<file path="config.mk">
export PLATFORM = sky130hd
export DESIGN_NAME = alu_fifo_core_p_flat
export DESIGN_NICKNAME = d
export VERILOG_FILES = /design/src/rtl/alu_fifo_core_p_if.sv /design/src/rtl/alu_fifo_core_p.sv /design/src/flat_wrapper.sv
export SDC_FILE = /design/constraint.sdc
export NUM_CORES = 1
export LEC_CHECK = 0
export BUFFER_PORTS_ARGS = -buffer_cell sky130_fd_sc_hd__clkbuf_2
export CORE_MARGIN = 2
export CORE_UTILIZATION = 30
export DETAILED_ROUTE_END_ITERATION = 12
export PLACE_DENSITY_LB_ADDON = 0.15
export SYNTH_ARGS = -nofsm -noshare
export SYNTH_HDL_FRONTEND = slang
export SYNTH_SLANG_ARGS = --single-unit
export TNS_END_PERCENT = 10
</file>
<file path="constraint.sdc">
create_clock -name clk_i -period 2.8 [get_ports clk_i]
set_clock_uncertainty 0.05 [all_clocks]
set_input_delay 0.14 -clock clk_i [delete_from_list [all_inputs] [get_ports clk_i]]
set_output_delay 0.14 -clock clk_i [all_outputs]
set_load 0.02 [all_outputs]
</file>
<file path="src/rtl/alu_fifo_core_p_if.sv">
// alu_fifo_core_p_if: operand/opcode input channels and result output channel, all valid/ready.
// master drives the inputs and consumes results; slave is the ALU core.
interface alu_fifo_core_p_if #(parameter int W = 8, parameter int OPW = 3);
   logic [W-1:0]   a_i;
   logic           a_valid_i;
   logic           a_ready_o;
   logic [W-1:0]   b_i;
   logic           b_valid_i;
   logic           b_ready_o;
   logic [OPW-1:0] op_i;
   logic           op_valid_i;
   logic           op_ready_o;
   logic [W:0]     out_o;
   logic           out_valid_o;
   logic           out_ready_i;
   modport master (
      output a_i, a_valid_i, b_i, b_valid_i, op_i, op_valid_i, out_ready_i,
      input  a_ready_o, b_ready_o, op_ready_o, out_o, out_valid_o
   );
   modport slave (
      input  a_i, a_valid_i, b_i, b_valid_i, op_i, op_valid_i, out_ready_i,
      output a_ready_o, b_ready_o, op_ready_o, out_o, out_valid_o
   );
endinterface

</file>
<file path="src/rtl/alu_fifo_core_p.sv">
// alu_fifo_core_p: ALU fed by A/B/opcode FIFOs, credit-gated issue stage, output result FIFO.
// Define ALU_FIFO_STATS_EN to add ops_done_o (output handshake count) and illegal_op_o (sticky).
module alu_fifo_core_p #(
   parameter int DATA_IN_WIDTH = 8,
   parameter int OPCODE_WIDTH  = 3,
   parameter int FIFO_DEPTH    = 4
) (
   input  logic clk_i,
   input  logic rst_i,
   alu_fifo_core_p_if.slave bus
`ifdef ALU_FIFO_STATS_EN
   ,
   output logic [15:0] ops_done_o,
   output logic        illegal_op_o
`endif
);
   localparam int W  = DATA_IN_WIDTH;
   localparam int AW = $clog2(FIFO_DEPTH);
   localparam int CW = AW + 1;
   typedef logic [OPCODE_WIDTH-1:0] op_t;
   // channel index: 0=A, 1=B, 2=opcode, 3=result
   logic [3:0][AW-1:0] r_wr;
   logic [3:0][AW-1:0] r_rd;
   logic [3:0][CW-1:0] r_cnt;
   logic [W-1:0]       r_mem_a   [FIFO_DEPTH];
   logic [W-1:0]       r_mem_b   [FIFO_DEPTH];
   op_t                r_mem_op  [FIFO_DEPTH];
   logic [W:0]         r_mem_out [FIFO_DEPTH];
   logic               r_stage_valid;
   logic [W:0]         r_stage_data;
   logic [3:0]         w_push;
   logic [3:0]         w_pop;
   logic [3:0]         w_full;
   logic [3:0]         w_nempty;
   logic               w_issue;
   logic [W:0]         w_ax;
   logic [W:0]         w_bx;
   op_t                w_op;
   logic [W:0]         w_alu;
   for (genvar i = 0; i < 4; i++) begin : g_flags
      assign w_full[i]   = r_cnt[i] == CW'(FIFO_DEPTH);
      assign w_nempty[i] = r_cnt[i] != '0;
   end
   assign bus.a_ready_o   = ~w_full[0];
   assign bus.b_ready_o   = ~w_full[1];
   assign bus.op_ready_o  = ~w_full[2];
   assign bus.out_valid_o = w_nempty[3];
   assign bus.out_o       = w_nempty[3] ? r_mem_out[r_rd[3]] : '0;
   // result space counts the in-flight stage entry so the output FIFO can never overflow
   assign w_issue = &w_nempty[2:0] && (r_cnt[3] + CW'(r_stage_valid) < CW'(FIFO_DEPTH));
   assign w_push  = {r_stage_valid, bus.op_valid_i & ~w_full[2], bus.b_valid_i & ~w_full[1],
                     bus.a_valid_i & ~w_full[0]};
   assign w_pop   = {bus.out_valid_o & bus.out_ready_i, {3{w_issue}}};
   assign w_ax    = {1'b0, r_mem_a[r_rd[0]]};
   assign w_bx    = {1'b0, r_mem_b[r_rd[1]]};
   assign w_op    = r_mem_op[r_rd[2]];
   assign w_alu   = (w_op == op_t'(0)) ? w_ax + w_bx :
                    (w_op == op_t'(1)) ? w_ax - w_bx :
                    (w_op == op_t'(2)) ? w_ax & w_bx :
                    (w_op == op_t'(3)) ? w_ax | w_bx :
                    (w_op == op_t'(4)) ? w_ax ^ w_bx :
                    (w_op == op_t'(5)) ? w_ax :
                    (w_op == op_t'(6)) ? w_bx : '0;
   always_ff @(posedge clk_i) begin
      for (int i = 0; i < 4; i++) begin
         if (rst_i) begin
            r_wr[i]  <= '0;
            r_rd[i]  <= '0;
            r_cnt[i] <= '0;
         end else begin
            if (w_push[i]) r_wr[i] <= r_wr[i] + 1'b1;
            if (w_pop[i]) r_rd[i] <= r_rd[i] + 1'b1;
            r_cnt[i] <= r_cnt[i] + CW'(w_push[i]) - CW'(w_pop[i]);
         end
      end
   end
   always_ff @(posedge clk_i) begin
      if (w_push[0]) r_mem_a[r_wr[0]] <= bus.a_i;
      if (w_push[1]) r_mem_b[r_wr[1]] <= bus.b_i;
      if (w_push[2]) r_mem_op[r_wr[2]] <= bus.op_i;
      if (w_push[3]) r_mem_out[r_wr[3]] <= r_stage_data;
   end
   always_ff @(posedge clk_i) begin
      if (rst_i) begin
         r_stage_valid <= 1'b0;
         r_stage_data  <= '0;
      end else begin
         r_stage_valid <= w_issue;
         if (w_issue) r_stage_data <= w_alu;
      end
   end
`ifdef ALU_FIFO_STATS_EN
   logic [15:0] r_ops_done;
   logic        r_illegal;
   always_ff @(posedge clk_i) begin
      if (rst_i) begin
         r_ops_done <= '0;
         r_illegal  <= 1'b0;
      end else begin
         if (w_pop[3]) r_ops_done <= r_ops_done + 1'b1;
         if (w_issue && w_op >= op_t'(7)) r_illegal <= 1'b1;
      end
   end
   assign ops_done_o   = r_ops_done;
   assign illegal_op_o = r_illegal;
`endif
endmodule
</file>
<file path="src/flat_wrapper.sv">
// flat-port wrapper written by rule: the top's interface ports become plain ports
module alu_fifo_core_p_flat 
#(
   parameter int DATA_IN_WIDTH = 8,
   parameter int OPCODE_WIDTH  = 3,
   parameter int FIFO_DEPTH    = 4
)
  (clk_i, rst_i, bus_a_i, bus_a_valid_i, bus_b_i, bus_b_valid_i, bus_op_i, bus_op_valid_i, bus_out_ready_i, bus_a_ready_o, bus_b_ready_o, bus_op_ready_o, bus_out_o, bus_out_valid_o);
  alu_fifo_core_p_if bus_i ();
  input  logic clk_i;
  input  logic rst_i;
  input wire logic [$bits(bus_i.a_i)-1:0] bus_a_i;
  input wire logic [$bits(bus_i.a_valid_i)-1:0] bus_a_valid_i;
  input wire logic [$bits(bus_i.b_i)-1:0] bus_b_i;
  input wire logic [$bits(bus_i.b_valid_i)-1:0] bus_b_valid_i;
  input wire logic [$bits(bus_i.op_i)-1:0] bus_op_i;
  input wire logic [$bits(bus_i.op_valid_i)-1:0] bus_op_valid_i;
  input wire logic [$bits(bus_i.out_ready_i)-1:0] bus_out_ready_i;
  output wire logic [$bits(bus_i.a_ready_o)-1:0] bus_a_ready_o;
  output wire logic [$bits(bus_i.b_ready_o)-1:0] bus_b_ready_o;
  output wire logic [$bits(bus_i.op_ready_o)-1:0] bus_op_ready_o;
  output wire logic [$bits(bus_i.out_o)-1:0] bus_out_o;
  output wire logic [$bits(bus_i.out_valid_o)-1:0] bus_out_valid_o;
  assign bus_i.a_i = bus_a_i;
  assign bus_i.a_valid_i = bus_a_valid_i;
  assign bus_i.b_i = bus_b_i;
  assign bus_i.b_valid_i = bus_b_valid_i;
  assign bus_i.op_i = bus_op_i;
  assign bus_i.op_valid_i = bus_op_valid_i;
  assign bus_i.out_ready_i = bus_out_ready_i;
  assign bus_a_ready_o = bus_i.a_ready_o;
  assign bus_b_ready_o = bus_i.b_ready_o;
  assign bus_op_ready_o = bus_i.op_ready_o;
  assign bus_out_o = bus_i.out_o;
  assign bus_out_valid_o = bus_i.out_valid_o;
  alu_fifo_core_p #(.DATA_IN_WIDTH(DATA_IN_WIDTH), .OPCODE_WIDTH(OPCODE_WIDTH), .FIFO_DEPTH(FIFO_DEPTH)) u_core (.clk_i(clk_i), .rst_i(rst_i), .bus(bus_i));
endmodule
</file>
==> results.md <==
* Gate Count Post-Synth at 555
* Vias in the first global route at 4,667
* Grt total ovfl at 0
* Die area at 26,300 sq um
* EDFF count, synth at 112
* Crit Path Category: flip-flop to flip-flop
* Initial antenna violation count at 0
* Fill cell count at between 2k and 2.5k
* Initial Util at between 30% and 40%
* Num CTS Buffers at 17
* Primary FF master, synth: edfxtp_1
* Largest net degree at the start of global routing at 29
* Vias per cell at 4.63
* Register area share after synthesis at 57.0%
* GPL Wtd Cong at 0.809
* Status: completed
* Syn Std Cell Area at 7520 sq um
* Non-filler cells, final at 970
* Die height at 162 microns
* Register bit total from synthesis at around 160
* Vias at 4,489
* Count of cell types in the netlist at 59
* Hpwl dp at ~11 mm
* Tightest Pin Transition at 0.651 ns
* Drc violations at 0
* Nets at 711
* IO Pins at 38
* IO buf count at 37
* Post-synth ARST share at 0%
* Yosys warns at 0
* Most common library cell in the layout ignoring fill and taps: edfxtp_1
* Share of the synthesized area in the top cell type at 44.7%
* Crit path capture type: flip-flop
* Max_slew headroom at a little under three fifths
* Placed cell area at 8190 sq um
* Area contributors post-synth: edfxtp_1 45%, dfxtp_1 12%, mux4_2 8.4%
* Critical path startpoint category: flip-flop
* Post-synth top area cell: edfxtp_1
* Post-DRT Antenna Nets at 0
* Setup violations, final at 0
* CTS clk-pin slew, worst paths at ~0.070 ns
* Synthesized Nets at 633
* P&R area growth vs syn at 20.6%
* Worst-path fanout max at 8
* Worst skew pair latency at approximately 0.42 ns
* WL final at 15.2 mm
* Most frequent cells in the layout: 112 x edfxtp_1, 47 x ha_1, 46 x nor2_1
* CP arrival at about 2.9 ns
* Leakage at 0.00343 uW
* CTS Root Cell: clkbuf_16
* Critical Path RT at just over 3 ns
* CTS tree: yes
* Dpl cells at 917
* Max IR drop VDD at 0.359 mV
* Hold crit path type: input pin to flip-flop
* Core box area at 24,500 sq um
* Initial DRT Pass Iterations at 4
* Minimum clock period at 2.67 ns
* Clk sinks at roughly 160
* Rows at 57
* Pwr dens at 1070 nW/um^2
* First-pass GRT wire length at 24.7 mm
* Fin area at 9070 sq um
* Wirelength per Cell at 15.7 microns
* H-tree depth at 4
* Fmax at 375 MHz
* Share of cells above drive strength 1 at 23.2%
* N_diodes at 0
* GRT Total Usage at 12.2%
* Final period util at a little over nine tenths
* Die W at ~160 microns
* Max-slew violations at 0
* Max cap viols at 0
* 1st-iter DRT viols at 214
* Syn Area/Cell at 13.5 sq um
* CTS max path bufs at 2
* Final hold violations at 0
worst max-delay path: stages, from the launching register on:
cell	delay, ns
dfxtp_2	0.35
buf_12	0.13
mux4_2	0.55
inv_1	0.10
ha_1	0.30
buf_4	0.18
o21a_1	0.18
o31a_1	0.13
o31ai_2	0.25
a21oi_1	0.11
o2111ai_1	0.13
a21oi_1	0.09
registers in the layout (all words and copies together), names as in the netlist, named ones only:
signal                cells
u_core.r_cnt             12
u_core.r_mem_out         36
u_core.r_mem_op          12
u_core.r_stage_valid      1
u_core.r_wr               8
u_core.r_stage_data       9
u_core.r_mem_b           32
u_core.r_rd               8
u_core.r_mem_a           32
path summary, 6_finish.rpt:
check | from | to | slack, ns | depth (start not counted)
setup / recovery | flip-flop | u_core.r_stage_data[8] | 0.13 | 11
hold / removal | rst_i | u_core.r_cnt[9] | 0.08 | 2
setup reg to reg | flip-flop | u_core.r_stage_data[8] | 0.13 | 11
hold reg to reg | u_core.r_stage_data[3] | u_core.r_stage_data[3] | 0.46 | 2
kinds of logic (layout without fill, tap and decap cells):
family | after synthesis | count (layout) | synth area share [%]
flip-flops | 158 | 158 | 57.0
AND/OR/NAND/NOR | 136 | 136 | 9.49
AO/OA/AOI/OAI | 73 | 73 | 6.91
buffers and inverters | 66 | 157 | 3.95
adder cells (fa/ha/maj) | 53 | 53 | 9.32
multiplexers | 38 | 38 | 9.72
XOR/XNOR | 31 | 31 | 3.61
layer usage:
| layer | global-route usage [%] | wire (microns) |
|---|---|---|
| met1 | 15.7 | 7020 |
| met2 | 20.9 | 7680 |
| met3 | 2.32 | 376 |
| met4 | 3.94 | 154 |
| met5 | 0 | 0 |
report_power, final:
part           switching [uW]  internal [uW]
registers                 257           2920
logic                    2250           1910
clock network            1080           1310
synthesized netlist by cell type, types with 4 or more instances:
library cell and n:
nand2b_1 12, nor2_1 46, o22ai_1 7, nor3_1 10, a21oi_1 19, xnor2_1 23
edfxtp_1 112, dfxtp_1 46, o21ai_1 6, nor2b_1 10, mux2i_1 10, buf_2 9
ha_1 48, mux4_2 28, a21o_1 4, and3_1 12, inv_1 37, buf_6 5
fa_1 5, xor2_1 8, and2_1 17, o21ai_0 4, clkbuf_1 11, nand2_1 15
layout make-up:
type	count	area, sq um	share of cell area [%]
sequential	158	4290	47.3
clock inverter	15	203	2.24
inverter	38	143	1.57
tap	324	405	4.47
timing repair buffer	87	624	6.89
clock buffer	17	425	4.69
multi-input combinational	331	2980	32.9
through the flow:
stage | hold WS [ns] | power, uW | setup TNS, ns | utilization [%] | setup WS, ns
after floorplan | 0.189 | 6100 | 0 | - | 0.0258
after global placement | 0.303 | 7230 | 0 | 33.5 | 0.0365
after detailed placement | 0.313 | 7290 | 0 | 33.5 | 0.0359
after CTS | 0.0778 | 9740 | 0 | 36.8 | 0.0139
after global routing | 0.124 | 10400 | -0.0426 | 37.1 | -0.0236
final | 0.0806 | 9720 | 0 | 37.1 | 0.134
timing repair:
item                                    CTS  global route
setup buffers                             0             2
hold buffers                             19             0
endpoints found under the setup margin    0             4
gates resized for setup                   0            12
endpoints found under the hold margin    76             0
No activity file was read; power rests on OpenSTA's default activity.
